### src/rtl/act_unit_rr_scheduler.sv
// act_unit_rr_scheduler: round-robin sharing of one fixed-latency activation unit among NUM_REQ requesters
module act_unit_rr_scheduler #(
  parameter int DATA_WIDTH   = 8,
  parameter int NUM_REQ      = 4,
  parameter int UNIT_LATENCY = 1,
  parameter int REQ_IDX_W    = $clog2(NUM_REQ)
) (
  input  logic                          clk,
  input  logic                          rst_n,
  input  logic                          i_en,
  input  logic [NUM_REQ-1:0]            i_req_valid,
  input  logic [NUM_REQ*DATA_WIDTH-1:0] i_req_data,
  output logic [NUM_REQ-1:0]            o_req_ready,
  output logic                          o_act_valid,
  output logic [DATA_WIDTH-1:0]         o_act_data,
  output logic                          o_act_en,
  input  logic                          i_act_valid,
  input  logic [DATA_WIDTH-1:0]         i_act_data,
  output logic [NUM_REQ-1:0]            o_rsp_valid,
  output logic [DATA_WIDTH-1:0]         o_rsp_data,
  output logic                          o_busy,
  output logic                          o_err
);
  logic [REQ_IDX_W-1:0]    ptr, gidx, cand, act_tag;
  logic                    found, grant, hit;
  logic [UNIT_LATENCY-1:0] tag_v;
  logic [REQ_IDX_W-1:0]    tag_q [UNIT_LATENCY];
  always_comb begin
    found = 1'b0;
    gidx  = '0;
    cand  = '0;
    for (int i = 0; i < NUM_REQ; i++) begin
      cand = REQ_IDX_W'((int'(ptr) + i) % NUM_REQ);
      if (!found && i_req_valid[cand]) begin
        found = 1'b1;
        gidx  = cand;
      end
    end
  end
  assign grant       = found & i_en & rst_n;
  assign o_req_ready = grant ? NUM_REQ'(1) << gidx : '0;
  assign o_act_en    = i_en;
  // The last tag stage lines up with the unit's output valid; anything else is a latency mismatch.
  assign hit         = i_act_valid & tag_v[UNIT_LATENCY-1];
  assign o_busy      = o_act_valid | (|tag_v) | (|o_rsp_valid);
  always_ff @(posedge clk or negedge rst_n) begin
    if (!rst_n) begin
      ptr         <= '0;
      act_tag     <= '0;
      o_act_valid <= 1'b0;
      o_act_data  <= '0;
      tag_v       <= '0;
      for (int i = 0; i < UNIT_LATENCY; i++) tag_q[i] <= '0;
      o_rsp_valid <= '0;
      o_rsp_data  <= '0;
      o_err       <= 1'b0;
    end else if (i_en) begin
      o_act_valid <= grant;
      if (grant) begin
        o_act_data <= i_req_data[gidx*DATA_WIDTH +: DATA_WIDTH];
        act_tag    <= gidx;
        ptr        <= (gidx == REQ_IDX_W'(NUM_REQ-1)) ? '0 : gidx + 1'b1;
      end
      tag_v[0] <= o_act_valid;
      tag_q[0] <= act_tag;
      for (int i = 1; i < UNIT_LATENCY; i++) begin
        tag_v[i] <= tag_v[i-1];
        tag_q[i] <= tag_q[i-1];
      end
      o_rsp_valid <= hit ? NUM_REQ'(1) << tag_q[UNIT_LATENCY-1] : '0;
      if (hit) o_rsp_data <= i_act_data;
      if (i_act_valid != tag_v[UNIT_LATENCY-1]) o_err <= 1'b1;
    end
  end
endmodule

### config.mk
export PLATFORM = sky130hd
export DESIGN_NAME = act_unit_rr_scheduler
export DESIGN_NICKNAME = d
export VERILOG_FILES = /design/src/rtl/act_unit_rr_scheduler.sv
export SDC_FILE = /design/constraint.sdc
export NUM_CORES = 1
export LEC_CHECK = 0
export BUFFER_PORTS_ARGS = -buffer_cell sky130_fd_sc_hd__buf_4
export CAP_MARGIN = 20
export CORE_AREA = 2 2 82 53
export DETAILED_ROUTE_END_ITERATION = 10
export DIE_AREA = 0 0 84 55
export MAX_ROUTING_LAYER = met4
export PLACE_DENSITY = 0.75
export SLEW_MARGIN = 20
export SYNTH_ARGS = -nofsm -noshare
export SYNTH_HDL_FRONTEND = slang
export SYNTH_SLANG_ARGS = --single-unit
### constraint.sdc
create_clock -name clk -period 1.4 [get_ports clk]
set_input_delay 0.21 -clock clk [delete_from_list [all_inputs] [get_ports clk]]
set_output_delay 0.21 -clock clk [all_outputs]
set_load 0.02 [all_outputs]
==> run_results.csv, run 1 <==
group,metric,value,unit
route,drc,0,
clocking,cts_tree,"done",
grt,grt_pass1_vias,1510,
critical_path,cp_slowest_stage_delay,0.45,ns
logic_synthesis,synth-edff-count,0,
timing,setup_viol,16,
finish,fillCellCount,309,
die,die_h,55,um
finish,fin_nets,305,
grt,antenna_found_initial,0,
finish,regArea,728.2,um^2
finish,drive_gt1_share,61.33,%
critical_path,path_buf_inv,1,
place,gp_congestion,0.8586,
place,dp_hpwl,3314,um
grt,grt.overflow.total,0,
critical_path,path_delay_family,"flip-flops",
pwr,power.total,3.885,mW
route,wire_per_inst,15.01,um
finish,areaGrowthSynthToFinish,74.02,%
route,wl,4594,um
grt,grt_pass1_wl,6996,um
die,start_util,39.31,%
logic_synthesis,ys_warn_count,0,
die,die_w,84,um
timing,fmax,580.7,MHz
die,ioPinCount,76,
logic_synthesis,netlist_area,1531,um^2
timing,setup_slack,-0.3222,ns
logic_synthesis,ys_types,35,
logic_synthesis,ys.flop_type,"dfrtp_1",
run_status,failed_checks,"negative setup slack",
finish,multi_input_area,887.1,um^2
critical_path,cp-end-kind,"output port",
clocking,path_clk_slew,0.06,ns
critical_path,crit_arrival,1.51,ns
run_status,status,"complete, but fails checks",
critical_path,path_cells,"nor2b_4 > nor2_2 > o221ai_2 > nand2_4 > nor2_4 > buf_6",
clocking,htree_levels,2,
critical_path,critical_path_class,"reg -> out",
timing,whs,0.1664,ns
pwr,cellLeakagePower,1.271,nW
place,place_ws,-0.2346,ns
critical_path,crit_required,1.19,ns
clocking,clock_sinks,29,
die,rows,18,
critical_path,cp_max_fo,4,
route,via_per_inst,5.078,
grt,grt_max_degree,30,
timing,rsz0062_at_grt,"true",
route,drt_iter0_drc,56,
critical_path,slowest_stage,"dfrtp_2",
route,wl_met3,308,um
grt,track_usage,20.26,%
route,highest_layer,"met4",
route,dr.pass1.iters,4,
timing,hold_viol,0,
timing,clock_skew,0.006289,ns
pwr,ir_drop,0.8043,mV
timing,tightest_slew,0.5275,ns
critical_path,startpoint_type,"flip-flop",
logic_synthesis,yosysSeqAreaShare,47.39,%
logic_synthesis,avgSynthCellArea,10.71,um^2
logic_synthesis,syn-num-nets,192,
route,vias,1554,
route,routed-wl-met2,2100,um
logic_synthesis,synth_cells,143,
timing,post-route-period-util,123.0,%
logic_synthesis,async_reset_ff_share,100.0,%
logic_synthesis,synth_seq_cells,29,
route,drt-met1-wl,2117,um
clocking,cts_root_buf,"clkbuf_8",
place,place_area,2361,um^2
route,drtAntennaViolNets,0,
clocking,cts_buffers,5,
finish,post-route-util,68.40,%
pwr,p_per_area,1458,nW/um^2
place,port_buffers,75,
clocking,clockBufferDepth,2,
finish,design_area,2665,um^2
die,die_area,4620,um^2
timing,finalMaxSlewViolations,0,
run,maxCapViolCount,0,
finish,antennaDiodeCount,0,
min_path,hold_path_class,"in -> reg",
clocking,clock_latency,0.27,ns
timing,max_slew_margin,64.83,%
die,fp.coreArea,3896,um^2
timing,fin_crit,1.722,ns
==> worst paths after layout <==
kind                                     from        endpoint  slack, ns  cells past startpoint
max in group asynchronous               rst_n          ptr[1]       0.62                      3
min in group asynchronous               rst_n  o_rsp_valid[3]       0.50                      3
worst max-delay path                   ptr[0]  o_req_ready[2]      -0.32                      6
worst max register to register         ptr[0]   o_act_data[3]      -0.27                      7
worst min register to register          o_err           o_err       0.46                      1
worst min-delay path            i_act_data[1]   o_rsp_data[1]       0.17                      2
==> synth_stat cells, types with 2 or more instances <==
library cell  instances  share of area (%)
mux2_2               11                8.1
nor2b_1               5                2.0
a21oi_1               3               0.98
dfrtp_1              29                 47
o22ai_1               4                1.6
a21boi_0              3                1.5
o21ai_0               9                2.9
nand2_1              16                3.9
mux2i_1               8                5.2
o22a_1                4                2.3
nand2b_1              3                1.2
nor2b_2               2                1.1
a21o_1                2               0.98
o21ba_2               2                1.3
o221ai_1              5                2.9
nor2_1                5                1.2
a221o_1               4                2.6
nor4_1                2               0.82
nand3_1               5                1.6
inv_1                 6                1.5
==> layout by cell type, fill, tap and decap left out, types with 5 or more instances in the layout <==
master	n
buf_6	8
nand3_1	5
mux2_2	11
clkbuf_8	6
nand2_1	13
o21ai_0	6
inv_1	6
buf_4	99
dfrtp_1	27
==> routing by layer <==
layer	vias to the layer above	GRT usage, %
met5	-	-
met4	0	7.258
met3	9	4.748
met2	64	29.87
met1	729	27.79
li1	752	-
==> repair_timing <==
item                       4_1_cts  5_1_grt
buffers inserted                 8        3
resized for setup               13       23
hold buffers                     1        0
setup endpoints to repair       16       25
hold endpoints to repair        29        0
pin swaps                       10        1
==> registers in the layout, summed over array words and instances, names as in the netlist <==
signal       count
o_err            1
ptr              2
o_rsp_data       8
o_act_valid      1
tag_v            1
act_tag          2
o_act_data       8
tag_q            2
o_rsp_valid      4
==> area by class of cell <==
class / instances / area share [%]
multi-input combinational: 104 / 33.29
inverter: 6 / 0.8451
clock buffer: 7 / 3.239
sequential: 29 / 27.32
timing repair buffer: 110 / 32.96
tap: 50 / 2.347
==> stage by stage <==
step / instances / setup TNS, ns
floorplan: 143 / -0.4485
global placement: 288 / -2.203
detailed placement: 288 / -2.388
CTS: 304 / -3.137
global route: 306 / -4.341
finish: 306 / -3.258
==> logic make-up after synthesis <==
logic type	count (synthesis)	synth area share, %
AOI/OAI and AO/OA	41	20.34
adders and majority gates	1	0.8169
buffers and inverters	10	2.777
DFF	29	47.39
muxes	20	14.79
and+or+nand+nor	42	13.89
==> power by group <==
| group | internal (mW) | switching [mW] | total [mW] |
|---|---|---|---|
| Clock | 0.389 | 0.289 | 0.678 |
| Sequential | 1.08 | 0.173 | 1.25 |
| Combinational | 1.06 | 0.899 | 1.96 |
| Total | 2.52 | 1.36 | 3.89 |
No activity file was read; power rests on OpenSTA's default activity.
==> run 2, diff against run 1 <==
Settings changed: SETUP_SLACK_MARGIN set to 0.5.
==> run 2 against run 1 <==
Compared with the run above:
- the flow still finishes with violations (negative setup slack)
- die area unchanged
- final cell count is 5.6% higher
- via count grew 7.4%
- count of clock-buffer cells in the layout down 1
- clock skew decreased by 0.0010 ns
- register-to-register slack got worse by 0.06 ns
- sequential power increased by 6%
- global-route usage rose by 3.3 points
- fmax shrank 3.7%
- non-clock buffer count increased by 16
- worst setup slack got worse by 0.066 ns
- largest power group unchanged
==> run_results.csv, run 2 (synthesis results as in run 1) <==
group,metric,value,unit
run_status,status,"complete, but fails checks",
run_status,failed_checks,"negative setup slack",
critical_path,crit_end,"o_req_ready[2]",
critical_path,worstReg2RegStart,"ptr[0]",
critical_path,path_buf_inv,1,
die,rows,18,
grt,grt.overflow.total,0,
critical_path,path_cells,"nor2b_4 > nor2_2 > o221ai_2 > nand2_2 > nor2_4 > buf_6",
place,port_buffers,75,
clocking,cts_root_buf,"clkbuf_8",
die,die_area,4620,um^2
clocking,cts_buffers,5,
timing,tightest_slew,0.3668,ns
finish,areaGrowthSynthToFinish,98.04,%
grt,grt_pass1_wl,7817,um
grt,track_usage,23.56,%
clocking,clockBufferDepth,2,
route,wl,5717,um
run,maxCapViolCount,0,
place,gp_congestion,0.8456,
route,drt_iter0_drc,137,
pwr,ir_drop,0.9375,mV
die,start_util,39.31,%
critical_path,crit_arrival,1.58,ns
timing,setup_slack,-0.3878,ns
finish,drive_gt1_share,68.86,%
critical_path,crit_cells,6,
timing,rsz0062_at_grt,"true",
grt,antenna_found_initial,0,
die,ioPinCount,76,
critical_path,crit_start,"ptr[0]",
grt,grt_pass1_vias,1564,
clocking,path_clk_slew,0.07,ns
finish,final_common_cell,"buf_4",
timing,finalMaxSlewViolations,0,
finish,fillCellCount,243,
timing,clock_skew,0.005263,ns
critical_path,startpoint_type,"flip-flop",
finish,top_regs,"o_act_data x8, o_rsp_data x8, o_rsp_valid x4",
route,dr.pass1.iters,4,
min_path,min_path_cells,2,
timing,fmax,559.3,MHz
route,vias,1669,
timing,post-route-period-util,127.7,%
finish,layout_common_cells,"buf_4, buf_6, dfrtp_1, nand2_1, mux2_4",
critical_path,r2r_cells,8,
timing,max_slew_margin,75.55,%
timing,setup_viol,16,
clocking,clock_sinks,29,
critical_path,path_delay_family,"simple AND/OR/NAND/NOR gates",
pwr,cellLeakagePower,1.454,nW
route,via_per_inst,5.167,
pwr,p_per_area,1448,nW/um^2
clocking,clock_latency,0.29,ns
pwr,power.total,4.391,mW
min_path,hold_path_class,"in -> reg",
route,wire_per_inst,17.70,um
critical_path,cp_slowest_stage_delay,0.47,ns
place,place_ws,-0.2489,ns
critical_path,critical_path_class,"reg -> out",
critical_path,worst_r2r_endpoint,"o_act_data[4]",
timing,fin_crit,1.788,ns
critical_path,slowest_stage,"dfrtp_2",
timing,tns,-4.397,ns
die,die_w,84,um
critical_path,cp-end-kind,"output port",
route,drtAntennaViolNets,0,
finish,antennaDiodeCount,0,
place,dp_hpwl,3441,um
critical_path,cp_max_fo,4,
die,fp.coreArea,3896,um^2
grt,grt_max_degree,30,
clocking,htree_levels,2,
route,drc,0,
critical_path,crit_required,1.19,ns
clocking,cts_tree,"done",
finish,fin_nets,321,
timing,hold_viol,0,
critical_path,rrSetupSlack,-0.33,ns
die,die_h,55,um
[run 2: cell types whose count changed in the layout (fill, tap and decap cells not counted), sizes merged]
cell    change
clkinv      +2
buf        +16
clkbuf      -1
[run 2: where the power goes]
group          switching [mW]  leakage (nW)  internal, mW  total, mW
Clock                   0.331        0.0450         0.343      0.675
Sequential              0.245         0.346          1.08       1.32
Combinational            1.02          1.06          1.38       2.39
[run 2: per-stage QoR]
stage / std cells / area, um^2 / hold WS (ns) / util, %
after floorplan: 143 / 1672 / -0.08559 / -
after global placement: 284 / 2410 / 0.2529 / 61.85
after detailed placement: 284 / 2410 / 0.2535 / 61.85
after CTS: 313 / 2882 / 0.1452 / 73.96
after global routing: 323 / 3033 / 0.1460 / 77.84
final: 323 / 3033 / 0.1495 / 77.84
[run 2: area by class of cell]
cell class                      instances  area [um^2]  area share [%]
Tap cell                               50        62.56           2.063
Clock inverter                          2        10.01          0.3300
Multi-Input combinational cell        104         1020           33.62
Sequential cell                        29        730.7           24.09
Inverter                                6        22.52          0.7426
Timing Repair Buffer                  126         1115           36.76
Clock buffer                            6        72.57           2.393
[run 2: repair_timing]
item | in CTS | in global routing
endpoints found under the hold margin | 29 | 0
gates resized for setup | 56 | 21
setup buffers | 20 | 10
setup endpoints to repair | 53 | 55
hold buffers | 1 | 0
pin swaps | 12 | 10
[run 2: worst min path at each step]
stage / slack, ns / end / startpoint
5_1_grt: 0.15 / o_rsp_data[2] / i_act_data[2]
3_3_place_gp: 0.25 / o_err / rst_n
4_1_cts: 0.15 / o_rsp_data[5] / i_act_data[5]
3_5_place_dp: 0.25 / o_rsp_data[0] / rst_n
6_report: 0.15 / o_rsp_data[2] / i_act_data[2]
2_1_floorplan: -0.09 / act_tag[0] / rst_n
[run 2: metal layers]
layer  vias to the layer above  track usage (%)  routed length, um
li1                        793                -                  -
met3                         5            5.341                275
met2                        46            38.80               2878
met4                         0            5.645                 42
met1                       825            30.55               2521
met5                         -                -                  0
